### src/rtl/fpio_pkg.sv
// Shared types and constants for the multi-lane FPIO transmitter.
package fpio_pkg;

    typedef enum logic [1:0] {
        IDLE,
        SHIFT,
        STALL,
        GAP
    } fpio_tx_state_e;

    localparam int FPIO_MIN_DIV = 2;

endpackage

### src/rtl/fpio_fifo.sv
// Synchronous word FIFO with first-word fall-through read data and occupancy count.
// Pushes while full and pops while empty are ignored.
module fpio_fifo #(
    parameter int WIDTH = 33,
    parameter int DEPTH = 8
) (
    input  logic                     clk,
    input  logic                     rst,
    input  logic                     push,
    input  logic [WIDTH-1:0]         wdata,
    input  logic                     pop,
    output logic [WIDTH-1:0]         rdata,
    output logic                     full,
    output logic                     empty,
    output logic [$clog2(DEPTH):0]   level
);

    localparam int AW = $clog2(DEPTH);

    logic [WIDTH-1:0] mem_q [DEPTH];
    logic [AW-1:0]    wr_ptr_q, wr_ptr_d;
    logic [AW-1:0]    rd_ptr_q, rd_ptr_d;
    logic [AW:0]      cnt_q, cnt_d;
    logic             do_push, do_pop;

    assign full    = (cnt_q == (AW+1)'(DEPTH));
    assign empty   = (cnt_q == '0);
    assign level   = cnt_q;
    assign rdata   = mem_q[rd_ptr_q];
    assign do_push = push && !full;
    assign do_pop  = pop && !empty;

    // Pointers wrap naturally because DEPTH is a power of two.
    always_comb begin
        wr_ptr_d = wr_ptr_q;
        rd_ptr_d = rd_ptr_q;
        cnt_d    = cnt_q;
        if (do_push) wr_ptr_d = wr_ptr_q + AW'(1);
        if (do_pop)  rd_ptr_d = rd_ptr_q + AW'(1);
        if (do_push && !do_pop)      cnt_d = cnt_q + (AW+1)'(1);
        else if (do_pop && !do_push) cnt_d = cnt_q - (AW+1)'(1);
    end

    always_ff @(posedge clk or posedge rst) begin
        if (rst) begin
            wr_ptr_q <= '0;
            rd_ptr_q <= '0;
            cnt_q    <= '0;
        end else begin
            wr_ptr_q <= wr_ptr_d;
            rd_ptr_q <= rd_ptr_d;
            cnt_q    <= cnt_d;
        end
    end

    always_ff @(posedge clk) begin
        if (do_push) mem_q[wr_ptr_q] <= wdata;
    end

endmodule

### src/rtl/fpio_tx_lanes.sv
// Multi-lane FPIO transmitter: FIFO-buffered words serialised MSB beat first with a forwarded strobe.
// Optional FPIO_TX_PARITY_EN adds a registered per-beat parity output pio_par_o.
module fpio_tx_lanes
    import fpio_pkg::*;
#(
    parameter int DATA_WIDTH = 4,
    parameter int WORD_WIDTH = 32,
    parameter int FIFO_DEPTH = 8,
    parameter int DIV_WIDTH  = 32
) (
    input  logic                          clk,
    input  logic                          rst,
    input  logic                          en,
    input  logic [DIV_WIDTH-1:0]          divisor,
    input  logic                          s_valid,
    output logic                          s_ready,
    input  logic [WORD_WIDTH-1:0]         s_data,
    input  logic                          s_last,
    output logic                          pio_clk_o,
    output logic [DATA_WIDTH-1:0]         pio_dat_o,
`ifdef FPIO_TX_PARITY_EN
    output logic                          pio_par_o,
`endif
    output logic                          pio_frm_o,
    output logic                          busy_o,
    output logic [$clog2(FIFO_DEPTH):0]   level_o,
    output logic                          underrun_o
);

    localparam int BEATS = WORD_WIDTH / DATA_WIDTH;
    localparam int BW    = (BEATS > 1) ? $clog2(BEATS) : 1;

    fpio_tx_state_e          state_q, state_d;
    logic [BW-1:0]           beat_q, beat_d;
    logic [DIV_WIDTH-1:0]    cnt_q, cnt_d;
    logic [DIV_WIDTH-1:0]    per_q, per_d;
    logic [WORD_WIDTH-1:0]   shreg_q, shreg_d;
    logic                    last_q, last_d;
    logic                    pio_clk_q, pio_clk_d;
    logic [DATA_WIDTH-1:0]   pio_dat_q, pio_dat_d;
    logic                    pio_frm_q, pio_frm_d;
    logic                    underrun_q, underrun_d;

    logic [WORD_WIDTH:0]     fifo_rdata;
    logic                    fifo_pop, fifo_full, fifo_empty, load;
    logic [DIV_WIDTH-1:0]    per_in;

    fpio_fifo #(
        .WIDTH (WORD_WIDTH + 1),
        .DEPTH (FIFO_DEPTH)
    ) u_fifo (
        .clk   (clk),
        .rst   (rst),
        .push  (s_valid),
        .wdata ({s_last, s_data}),
        .pop   (fifo_pop),
        .rdata (fifo_rdata),
        .full  (fifo_full),
        .empty (fifo_empty),
        .level (level_o)
    );

    assign s_ready = !fifo_full;
    assign per_in  = (divisor < DIV_WIDTH'(FPIO_MIN_DIV)) ? DIV_WIDTH'(FPIO_MIN_DIV) : divisor;

    always_comb begin
        state_d  = state_q;
        beat_d   = beat_q;
        cnt_d    = cnt_q;
        per_d    = per_q;
        shreg_d  = shreg_q;
        last_d   = last_q;
        load     = 1'b0;
        fifo_pop = 1'b0;
        case (state_q)
            IDLE:  if (en && !fifo_empty) load = 1'b1;
            SHIFT: begin
                if (cnt_q == per_q - DIV_WIDTH'(1)) begin
                    if (beat_q == BW'(BEATS - 1)) begin
                        if (last_q) begin
                            state_d = GAP;
                            cnt_d   = '0;
                        end else if (!fifo_empty) begin
                            load = 1'b1;
                        end else begin
                            state_d = STALL;
                        end
                    end else begin
                        beat_d  = beat_q + BW'(1);
                        cnt_d   = '0;
                        shreg_d = shreg_q << DATA_WIDTH;
                    end
                end else begin
                    cnt_d = cnt_q + DIV_WIDTH'(1);
                end
            end
            STALL: if (!fifo_empty) load = 1'b1;
            GAP: begin
                if (cnt_q == per_q - DIV_WIDTH'(1)) state_d = IDLE;
                else                                cnt_d   = cnt_q + DIV_WIDTH'(1);
            end
            default: state_d = IDLE;
        endcase

        // Every word load (from IDLE, STALL or back-to-back) restarts the period latch.
        if (load) begin
            fifo_pop = 1'b1;
            state_d  = SHIFT;
            beat_d   = '0;
            cnt_d    = '0;
            per_d    = per_in;
            shreg_d  = fifo_rdata[WORD_WIDTH-1:0];
            last_d   = fifo_rdata[WORD_WIDTH];
        end

        // Outputs are registered from next-state values so they line up with the counters.
        pio_frm_d  = (state_d == SHIFT) || (state_d == STALL);
        pio_clk_d  = (state_d == SHIFT) && (cnt_d >= (per_d >> 1));
        pio_dat_d  = '0;
        if (state_d == SHIFT)      pio_dat_d = shreg_d[WORD_WIDTH-1 -: DATA_WIDTH];
        else if (state_d == STALL) pio_dat_d = pio_dat_q;
        underrun_d = (state_q == SHIFT) && (state_d == STALL);
    end

    always_ff @(posedge clk or posedge rst) begin
        if (rst) begin
            state_q    <= IDLE;
            beat_q     <= '0;
            cnt_q      <= '0;
            per_q      <= '0;
            shreg_q    <= '0;
            last_q     <= 1'b0;
            pio_clk_q  <= 1'b0;
            pio_dat_q  <= '0;
            pio_frm_q  <= 1'b0;
            underrun_q <= 1'b0;
        end else begin
            state_q    <= state_d;
            beat_q     <= beat_d;
            cnt_q      <= cnt_d;
            per_q      <= per_d;
            shreg_q    <= shreg_d;
            last_q     <= last_d;
            pio_clk_q  <= pio_clk_d;
            pio_dat_q  <= pio_dat_d;
            pio_frm_q  <= pio_frm_d;
            underrun_q <= underrun_d;
        end
    end

`ifdef FPIO_TX_PARITY_EN
    logic par_q, par_d;

    // Lane data is zero outside a frame, so the XOR is zero there too.
    always_comb begin
        par_d = ^pio_dat_d;
    end

    always_ff @(posedge clk or posedge rst) begin
        if (rst) par_q <= 1'b0;
        else     par_q <= par_d;
    end

    assign pio_par_o = par_q;
`endif

    assign pio_clk_o  = pio_clk_q;
    assign pio_dat_o  = pio_dat_q;
    assign pio_frm_o  = pio_frm_q;
    assign underrun_o = underrun_q;
    assign busy_o     = (state_q != IDLE);

endmodule

### config.mk
export PLATFORM = sky130hd
export DESIGN_NAME = fpio_tx_lanes
export DESIGN_NICKNAME = d
export VERILOG_FILES = /design/src/rtl/fpio_pkg.sv /design/src/rtl/fpio_fifo.sv /design/src/rtl/fpio_tx_lanes.sv
export SDC_FILE = /design/constraint.sdc
export NUM_CORES = 1
export LEC_CHECK = 0
export CORE_MARGIN = 8
export CORE_UTILIZATION = 60
export DETAILED_ROUTE_END_ITERATION = 6
export PLACE_DENSITY = 0.79
export SETUP_SLACK_MARGIN = 0.3
export SLEW_MARGIN = 0
export SYNTH_ARGS = -nofsm -noshare
export SYNTH_HDL_FRONTEND = slang
export SYNTH_SLANG_ARGS = --single-unit
export TNS_END_PERCENT = 5
### constraint.sdc
create_clock -name clk -period 5.6 [get_ports clk]
set_clock_uncertainty 0.1 [all_clocks]
set_input_delay 0.56 -clock clk [delete_from_list [all_inputs] [get_ports clk]]
set_output_delay 0.56 -clock clk [all_outputs]
set_load 0.01 [all_outputs]
==> summary.md, run 1 <==
| Metric | Value |
|---|---|
| Net count of the mapped netlist | 1315 |
| Internal power | 6.060 mW |
| Wire length per cell | 24.89 µm |
| Core region area | 29560 µm² |
| Area of the mapped netlist | 18000 µm² |
| Unrepaired setup endpoints after global routing | yes |
| Most common cell after layout, fill and taps aside | edfxtp_1 |
| Sequential share of power | 45.4% |
| Data required time of the worst path | 5950 ps |
| Final period util | 92.09% |
| Final setup margin | 443.0 ps |
| Number of global-route vias before repair | 11770 |
| Later-pin clock latency in the skew report | 540 ps |
| Crit-path slowest cell | or4_4 |
| Total wirelength of the detailed-routed design | 43850 µm |
| Count of H-tree levels built during CTS | 2 |
| Dominant register cell in the synthesized netlist | edfxtp_1 |
| Starting Density | 60.90% |
| Total number of vias | 11390 |
| Switching power | 2.697 mW |
| Top-level port count | 82 |
| Final setup violation count | 0 |
| Setup crit end kind | register |
| Post-Synthesis Cells | 1203 |
| Count of flip-flops with a built-in enable after synthesis | 264 |
| Via-per-instance ratio | 6.465 |
| Antenna diodes | 0 |
| Global-route wire length before repair | 66790 µm |
| Count of antenna-violating nets left after detailed routing | 0 |
| Power per cell area | 411.5 nW/µm² |
| Last weighted congestion value of the routability-driven placer | 0.9360 |
| Fraction of power spent switching nets | 30.80% |
| Total Die Area | 35800 µm² |
| P&R area growth vs syn | 18.21% |
| Tot GR Track Use | 24.17% |
| FFs w/ async S/R, synth | 31.07% |
| Die span in x | 189.2 µm |
| Minimum clock period | 5157 ps |
| Distinct cell type count after synthesis | 71 |
| Proportion of power drawn by the clock network | 28.5% |
| Clock buffers created by TritonCTS | 39 |
| Slew margin rel. | 20.63% |
| Fraction of layout cells with a size suffix above 1 | 21.28% |
| Static Leak | 8.092 nW |
| CP delay by family, top | simple AND/OR/NAND/NOR gates |
| Yosys warning total | 0 |
| First-iteration detailed-routing DRC count | 931 |
| Hold Vio Cnt, Final | 0 |
| Clock tree from TritonCTS | yes |
| Worst path buffer plus inverter count | 5 |
| Sequential fraction of the synthesis area | 60.58% |
| Sum of negative setup slack | 0 ps |
| Number of antenna violations at the first check in global routing | 2 |
| Router iterations before antenna repair | 5 |
| Pre-CTS setup slack | 73.81 ps |
| Root buf cell | clkbuf_16 |
| Utilization after layout | 71.99% |
| Die extent in y | 189.2 µm |
| Maximum clock path buffer count | 3 |
| Data arrival time at the worst-slack endpoint | 5500 ps |
| Crit-path cells | inv_2 -> ha_4 -> nor3b_4 -> nand3_2 -> buf_6 -> or4_4 -> a211oi_4 -> o2111ai_2 -> nor4_2 -> buf_4 -> nand3_2 -> nand2_4 -> buf_12 -> a21oi_1 -> ha_1 -> nand4_1 -> nor3_2 -> buf_4 -> o2111ai_1 -> a31oi_1 -> o22ai_1 -> a21boi_1 -> a311oi_1 |
| Input/output buffers | 81 |
| Maximum clock rate | 0.1939 GHz |
| Run status | finished clean |
| Number of violations of the max-capacitance limit | 0 |
| Transition at the pin with the smallest max-transition slack | 1190 ps |
| Clock edge transition at the registers on the reported setup and hold paths | 60 ps |
| Leading cell types in the layout, fill and taps excluded | edfxtp_1, mux2i_1, dfrtp_1 |
| Detail Placement HPWL | 27410 µm |
| Sinks on the clock net | 383 |
| Flip-flop and latch count after synthesis | 383 |
| Largest stage delay, worst path | 490 ps |
| Standard-cell rows | 63 |
| Highest fanout seen on the critical path | 7 |
| GRT Residual Overflow | 0 |
| Critical path start-end classification | register to register |
| DRC viols | 0 |
| Avg Inst Size Synth | 14.96 µm² |
| Worst IR drop on VDD | 0.3099 mV |
| Type of the worst min-delay path | primary input to asynchronous set/reset pin |
| Final Slew Violations | 0 |
| Part of the total power dissipated in combinational logic | 26.1% |
| Fin nets | 1454 |
| Critical Path Source Type | register |
| Maximum number of pins on one net before global-route repair | 53 |
[flip-flops by register name, indices dropped and copies added (netlist names)]
signal,count
u_fifo.mem_q,264
underrun_o,1
state_q,2
beat_q,3
last_q,1
pio_dat_o,4
cnt_q,32
u_fifo.rd_ptr_q,3
pio_clk_o,1
pio_frm_o,1
u_fifo.wr_ptr_q,3
u_fifo.level,4
per_q,32
shreg_q,32
[final cells by class]
class	count	area [µm²]
Clock buffer	45	1008
Clock inverter	26	222.7
Fill cell	1885	8280
Inverter	21	83.83
Multi-Input combinational cell	740	7094
Sequential cell	383	10910
Tap cell	390	488.0
Timing Repair Buffer	157	1468
[cells in the mapped netlist (9+ instances only)]
cell / count / area (µm²)
edfxtp_1: 264 / 7928
mux2i_1: 121 / 1211
dfrtp_1: 119 / 2978
mux4_2: 66 / 1486
ha_1: 42 / 525.5
xnor2_1: 42 / 367.9
nand2_1: 39 / 146.4
nor2_1: 39 / 146.4
mux2_1: 34 / 382.9
a21oi_1: 32 / 160.2
clkbuf_1: 29 / 108.9
o21ai_0: 28 / 140.1
nor3_1: 24 / 120.1
or3_1: 24 / 150.1
nor4_1: 23 / 143.9
inv_1: 21 / 78.83
nand3_1: 20 / 100.1
nand4_1: 20 / 125.1
xor2_1: 17 / 148.9
buf_2: 16 / 80.08
or4_1: 14 / 105.1
buf_1: 13 / 48.80
o31ai_1: 12 / 90.09
a21o_1: 10 / 75.07
nand2b_1: 9 / 56.30
[cell families (layout without fill, tap and decap cells)]
family | Yosys count | count (layout) | share of synthesized area [%]
compound gates | 134 | 135 | 4.886
buf+inv | 83 | 249 | 1.974
mux | 231 | 231 | 17.82
xor+xnor | 59 | 59 | 2.871
flops | 383 | 383 | 60.58
fa+ha+maj | 43 | 43 | 3.030
simple gates | 270 | 272 | 8.834
[per-layer routing]
metal  track usage [%]  vias to the layer above  part of all wire, %
li1                  -                     5013                    -
met3             4.544                      142                  6.5
met5                 0                        -                0.062
met2             42.54                      480                   52
met1             28.76                     5752                   37
met4             10.34                        4                  4.3
[through the flow]
step           power, mW  area, µm²  hold slack [ps]  instances
5_1_grt            9.155      21280            442.0       1762
3_3_place_gp       6.108      19550            422.7       1670
4_1_cts            8.731      20880            403.8       1747
2_1_floorplan      5.408      18000            395.7       1203
3_5_place_dp       6.185      19550            429.3       1670
6_report           8.757      21280            388.1       1762
[power by group through the flow]
stage          Sequential, mW  Clock (mW)  Combinational (mW)
2_1_floorplan            3.78           0                1.63
3_3_place_gp             3.99           0                2.12
3_5_place_dp             4.02           0                2.17
4_1_cts                  3.98        2.53                2.22
5_1_grt                  4.04        2.65                2.47
6_report                 3.98        2.49                2.28
[worst register-to-register path: stages (launching register included)]
cell,delay (ps)
dfrtp_2,440
inv_2,90
ha_4,140
nor3b_4,200
nand3_2,100
buf_6,170
or4_4,500
a211oi_4,310
o2111ai_2,160
nor4_2,400
buf_4,210
nand3_2,110
nand2_4,140
buf_12,130
a21oi_1,50
ha_1,330
nand4_1,150
nor3_2,330
buf_4,170
o2111ai_1,100
a31oi_1,230
o22ai_1,150
a21boi_1,150
a311oi_1,210
[final timing paths]
check / startpoint / to / slack (ps) / cells after the start
setup / recovery: per_q[0] / pio_clk_o / 440 / 23
hold / removal: rst / u_fifo.level[1] / 390 / 2
setup reg to reg: per_q[0] / pio_clk_o / 440 / 23
hold reg to reg: per_q[31] / per_q[31] / 440 / 1
max in group asynchronous: rst / per_q[0] / 4000 / 3
min in group clk: per_q[31] / per_q[31] / 440 / 1
[what timing repair did]
action,4_1_cts,5_1_grt
hold buffers,0,0
setup buffers,4,13
pin swaps,2,21
cloned,2,2
setup endpoints to repair,5,6
resized for setup,10,57
Power figures use the tool's default switching activity.
==> run 2: changes to the inputs <==
--- a/config.mk
+++ b/config.mk
@@ -13,5 +13,6 @@
 export SLEW_MARGIN = 0
 export SYNTH_ARGS = -nofsm -noshare
 export SYNTH_HDL_FRONTEND = slang
+export SYNTH_HIERARCHICAL = 1
 export SYNTH_SLANG_ARGS = --single-unit
 export TNS_END_PERCENT = 5
==> constraint.sdc (replaced) <==
create_clock -name clk -period 5.9 [get_ports clk]
set_clock_uncertainty 0.1 [all_clocks]
set_input_delay 0.59 -clock clk [delete_from_list [all_inputs] [get_ports clk]]
set_output_delay 0.59 -clock clk [all_outputs]
set_load 0.01 [all_outputs]
==> summary.md, run 2 <==
| Metric | Value |
|---|---|
| Standard-cell rows | 62 (-1.6%) |
| Highest fanout seen on the critical path | 7 (unchanged) |
| Beginning of the worst register-to-register path | per_q[10] |
| Number of antenna violations at the first check in global routing | 0 (-2) |
| Post-Synthesis Cells | 1186 (-1.4%) |
| Combined area of the multi-input logic cells | 6256 µm² (-12%) |
| Area of the mapped netlist | 17640 µm² (-2.0%) |
| Detail Placement HPWL | 24300 µm (-11%) |
| Die span in x | 187.5 µm (-0.92%) |
| Sum of negative setup slack | 0 ps (unchanged) |
| Critical Path Source Type | register |
| Maximum number of pins on one net before global-route repair | 79 (+49%) |
| Wire length per cell | 23.04 µm (-7.4%) |
| Fin nets | 1407 (-3.2%) |
| Later-pin clock latency in the skew report | 540 ps (about the same) |
| CTS hold repair buffers | 0 (unchanged) |
| Count of flip-flops with a built-in enable after synthesis | 264 (unchanged) |
| Proportion of netlist area held by the largest area contributor | 44.94% (+0.90 points) |
| Starting Density | 61.13% (+0.23 points) |
| Distinct cell type count after synthesis | 81 (+14%) |
| Core region area | 28860 µm² (-2.4%) |
| Minimum clock period | 5441 ps (+283.8 ps) |
| Maximum clock rate | 0.1838 GHz (-5.2%) |
| Utilization after layout | 70.39% (-1.6 points) |
| Static Leak | 7.204 nW (-11%) |
| Largest stage delay, worst path | 580 ps (+90 ps) |
| Cell with the most instances after synthesis | edfxtp_1 |
| Cell types occupying the most area after synthesis | edfxtp_1, dfrtp_1, mux4_2, ha_1, mux2i_1 |
| Total area of sequential cells | 10910 µm² (unchanged) |
| Endpoint of the lowest-slack register-to-register path | pio_clk_o |
| Global-route wire length before repair | 61450 µm (-8.0%) |
| Clock edge transition at the registers on the reported setup and hold paths | 60 ps (about the same) |
| Total Die Area | 35140 µm² (-1.8%) |
| Pwr Total | 6.960 mW (-21%) |
| Depth of the worst register-to-register path | 20 (-13%) |
| Number of violations of the max-capacitance limit | 0 (unchanged) |
| P&R area growth vs syn | 15.15% |
| Largest register by flop count | u_fifo/mem_q |
| Clock tree from TritonCTS | yes |
| Flip-flop and latch count after synthesis | 383 (unchanged) |
| Most used standard cells in the synthesized netlist | edfxtp_1, dfrtp_1, nand2_1 |
| Tot GR Track Use | 22.16% (-2.0 points) |
| Worst path buffer plus inverter count | 2 (-3) |
| Root buf cell | clkbuf_16 |
| Crit-path cells | or4_4 -> or3_1 -> a2111o_1 -> a2111o_1 -> nor4_4 -> nand4b_4 -> o21ai_4 -> buf_6 -> mux2_1 -> inv_2 -> ha_1 -> a21o_1 -> a21o_1 -> a211o_1 -> o211ai_1 -> a21oi_1 -> a211oi_2 -> o21bai_1 -> a32oi_1 -> o21ai_0 |
| Flip-flop count of the largest register, all copies and words added | 264 (unchanged) |
| Antenna diodes | 0 (unchanged) |
| Number of global-route vias before repair | 11020 (-6.3%) |
| Via-per-instance ratio | 6.249 (-3.3%) |
| Total wirelength of the detailed-routed design | 39390 µm (-10%) |
| Worst IR drop on VDD | 0.3344 mV (+7.9%) |
| Last weighted congestion value of the routability-driven placer | 0.8993 (-3.9%) |
| Crit-path slowest cell | or4_4 |
| Net count of the mapped netlist | 1298 (-1.3%) |
| Post-route worst hold slack | 325.4 ps (-62.73 ps) |
| Run status | finished clean |
| Count of H-tree levels built during CTS | 2 (unchanged) |
| Power per cell area | 342.7 nW/µm² (-17%) |
| Data arrival time at the worst-slack endpoint | 5740 ps (+240 ps) |
| Maximum clock path buffer count | 3 (unchanged) |
| Fillers | 1865 (-1.1%) |
| Slew margin rel. | 32.96% (+12 points) |
| Dominant register cell in the synthesized netlist | edfxtp_1 |
| Setup crit end kind | register |
| Die extent in y | 187.5 µm (-0.92%) |
| Sequential fraction of the synthesis area | 61.82% (+1.2 points) |
| Final Slew Violations | 0 (unchanged) |
| Type of the worst min-delay path | primary input to asynchronous set/reset pin |
| Top-level port count | 82 (unchanged) |
| Critical path start-end classification | register to register |
| Final period util | 92.22% (+0.13 points) |
| Leading cell types in the layout, fill and taps excluded | edfxtp_1, dfrtp_1, nand2_1 |
| FFs w/ async S/R, synth | 31.07% (unchanged) |
| Hold Vio Cnt, Final | 0 (unchanged) |
| Yosys warning total | 6 (+6) |
| Total number of vias | 10690 (-6.2%) |
| First-iteration detailed-routing DRC count | 773 (-17%) |
| Largest area contributor in the netlist | edfxtp_1 |
| Flop2flop setup slack | 460 ps (+20 ps) |
| Unrepaired setup endpoints after global routing | no |
| DRC viols | 0 (unchanged) |
| CP delay by family, top | compound AO/OA/AOI/OAI gates |
| Data required time of the worst path | 6200 ps (+250 ps) |
| Input/output buffers | 81 (unchanged) |
| Router iterations before antenna repair | 5 (unchanged) |
| GRT Residual Overflow | 0 (unchanged) |
| Final setup violation count | 0 (unchanged) |
| Count of antenna-violating nets left after detailed routing | 0 (unchanged) |
| Clock buffers created by TritonCTS | 40 (+2.6%) |
| Fraction of layout cells with a size suffix above 1 | 18.10% (-3.2 points) |
| Most common cell after layout, fill and taps aside | edfxtp_1 |
| Transition at the pin with the smallest max-transition slack | 1006 ps (-184.9 ps) |
| Sinks on the clock net | 383 (unchanged) |
| Avg Inst Size Synth | 14.87 µm² (-0.60%) |
| Crit path from | per_q[10] |
-- run 2: cell count changes after synthesis, moves of 9 or more --
cell | previous run | this run
a22oi_1 | 1 | 24
clkbuf_1 | 29 | 13
inv_1 | 21 | 55
mux2_1 | 34 | 3
mux2_2 | 6 | 15
mux2_4 | 4 | 23
mux2i_1 | 121 | 37
nand2_1 | 39 | 87
nor3_1 | 24 | 13
-- run 2: layer usage --
metal  part of all wire (%)  up-vias  track usage [%]  wire [µm]
met3                    5.6       84            3.300       2205
li1                       -     4810                -          -
met5                      0        -                0          0
met1                     40     5437            27.64      15780
met2                     51      355            39.26      20240
met4                    3.0        0            7.212       1165
-- run 2: area by class of cell --
type / count / share of cell area, %
Timing Repair Buffer: 120 / 5.673
Inverter: 57 / 1.066
Sequential cell: 383 / 53.73
Tap cell: 384 / 2.365
Clock buffer: 51 / 5.229
Multi-Input combinational cell: 693 / 30.80
Clock inverter: 22 / 1.140
-- run 2: cell families (layout without fill, tap and decap cells) --
| family | count (synthesis) | count (layout) | synth area share (%) |
|---|---|---|---|
| mux | 144 | 144 | 13.63 |
| compound gates | 174 | 174 | 7.079 |
| flops | 383 | 383 | 61.82 |
| fa+ha+maj | 43 | 43 | 3.092 |
| buf+inv | 110 | 250 | 3.334 |
| simple gates | 279 | 279 | 8.412 |
| xor+xnor | 53 | 53 | 2.631 |
-- run 2: worst max-delay path by stage --
stage,to,cells after the start
6_report,pio_clk_o,20
4_1_cts,pio_clk_o,19
2_1_floorplan,pio_clk_o,21
3_5_place_dp,pio_clk_o,19
3_3_place_gp,pio_clk_o,19
5_1_grt,pio_clk_o,19
-- run 2: stage by stage --
| step | instance area (µm²) | setup WS [ps] | std cells |
|---|---|---|---|
| 5_1_grt | 20310 | 276.2 | 1710 |
| 6_report | 20310 | 459.2 | 1710 |
| 2_1_floorplan | 17640 | 674.0 | 1186 |
| 3_5_place_dp | 18810 | 205.7 | 1623 |
| 3_3_place_gp | 18810 | 301.0 | 1623 |
| 4_1_cts | 20130 | 305.0 | 1698 |
-- run 2: what timing repair did --
action	4_1_cts	5_1_grt
pin swaps	1	7
gates resized for setup	4	19
setup endpoints to repair	1	1
setup buffers	2	12
-- run 2: power by group --
group	leakage [nW]	switching (mW)	internal, mW
clock	0.626	1.04	1.42
sequential	3.75	0.201	3.25
combinational	2.82	0.613	0.427
total	7.20	1.86	5.10
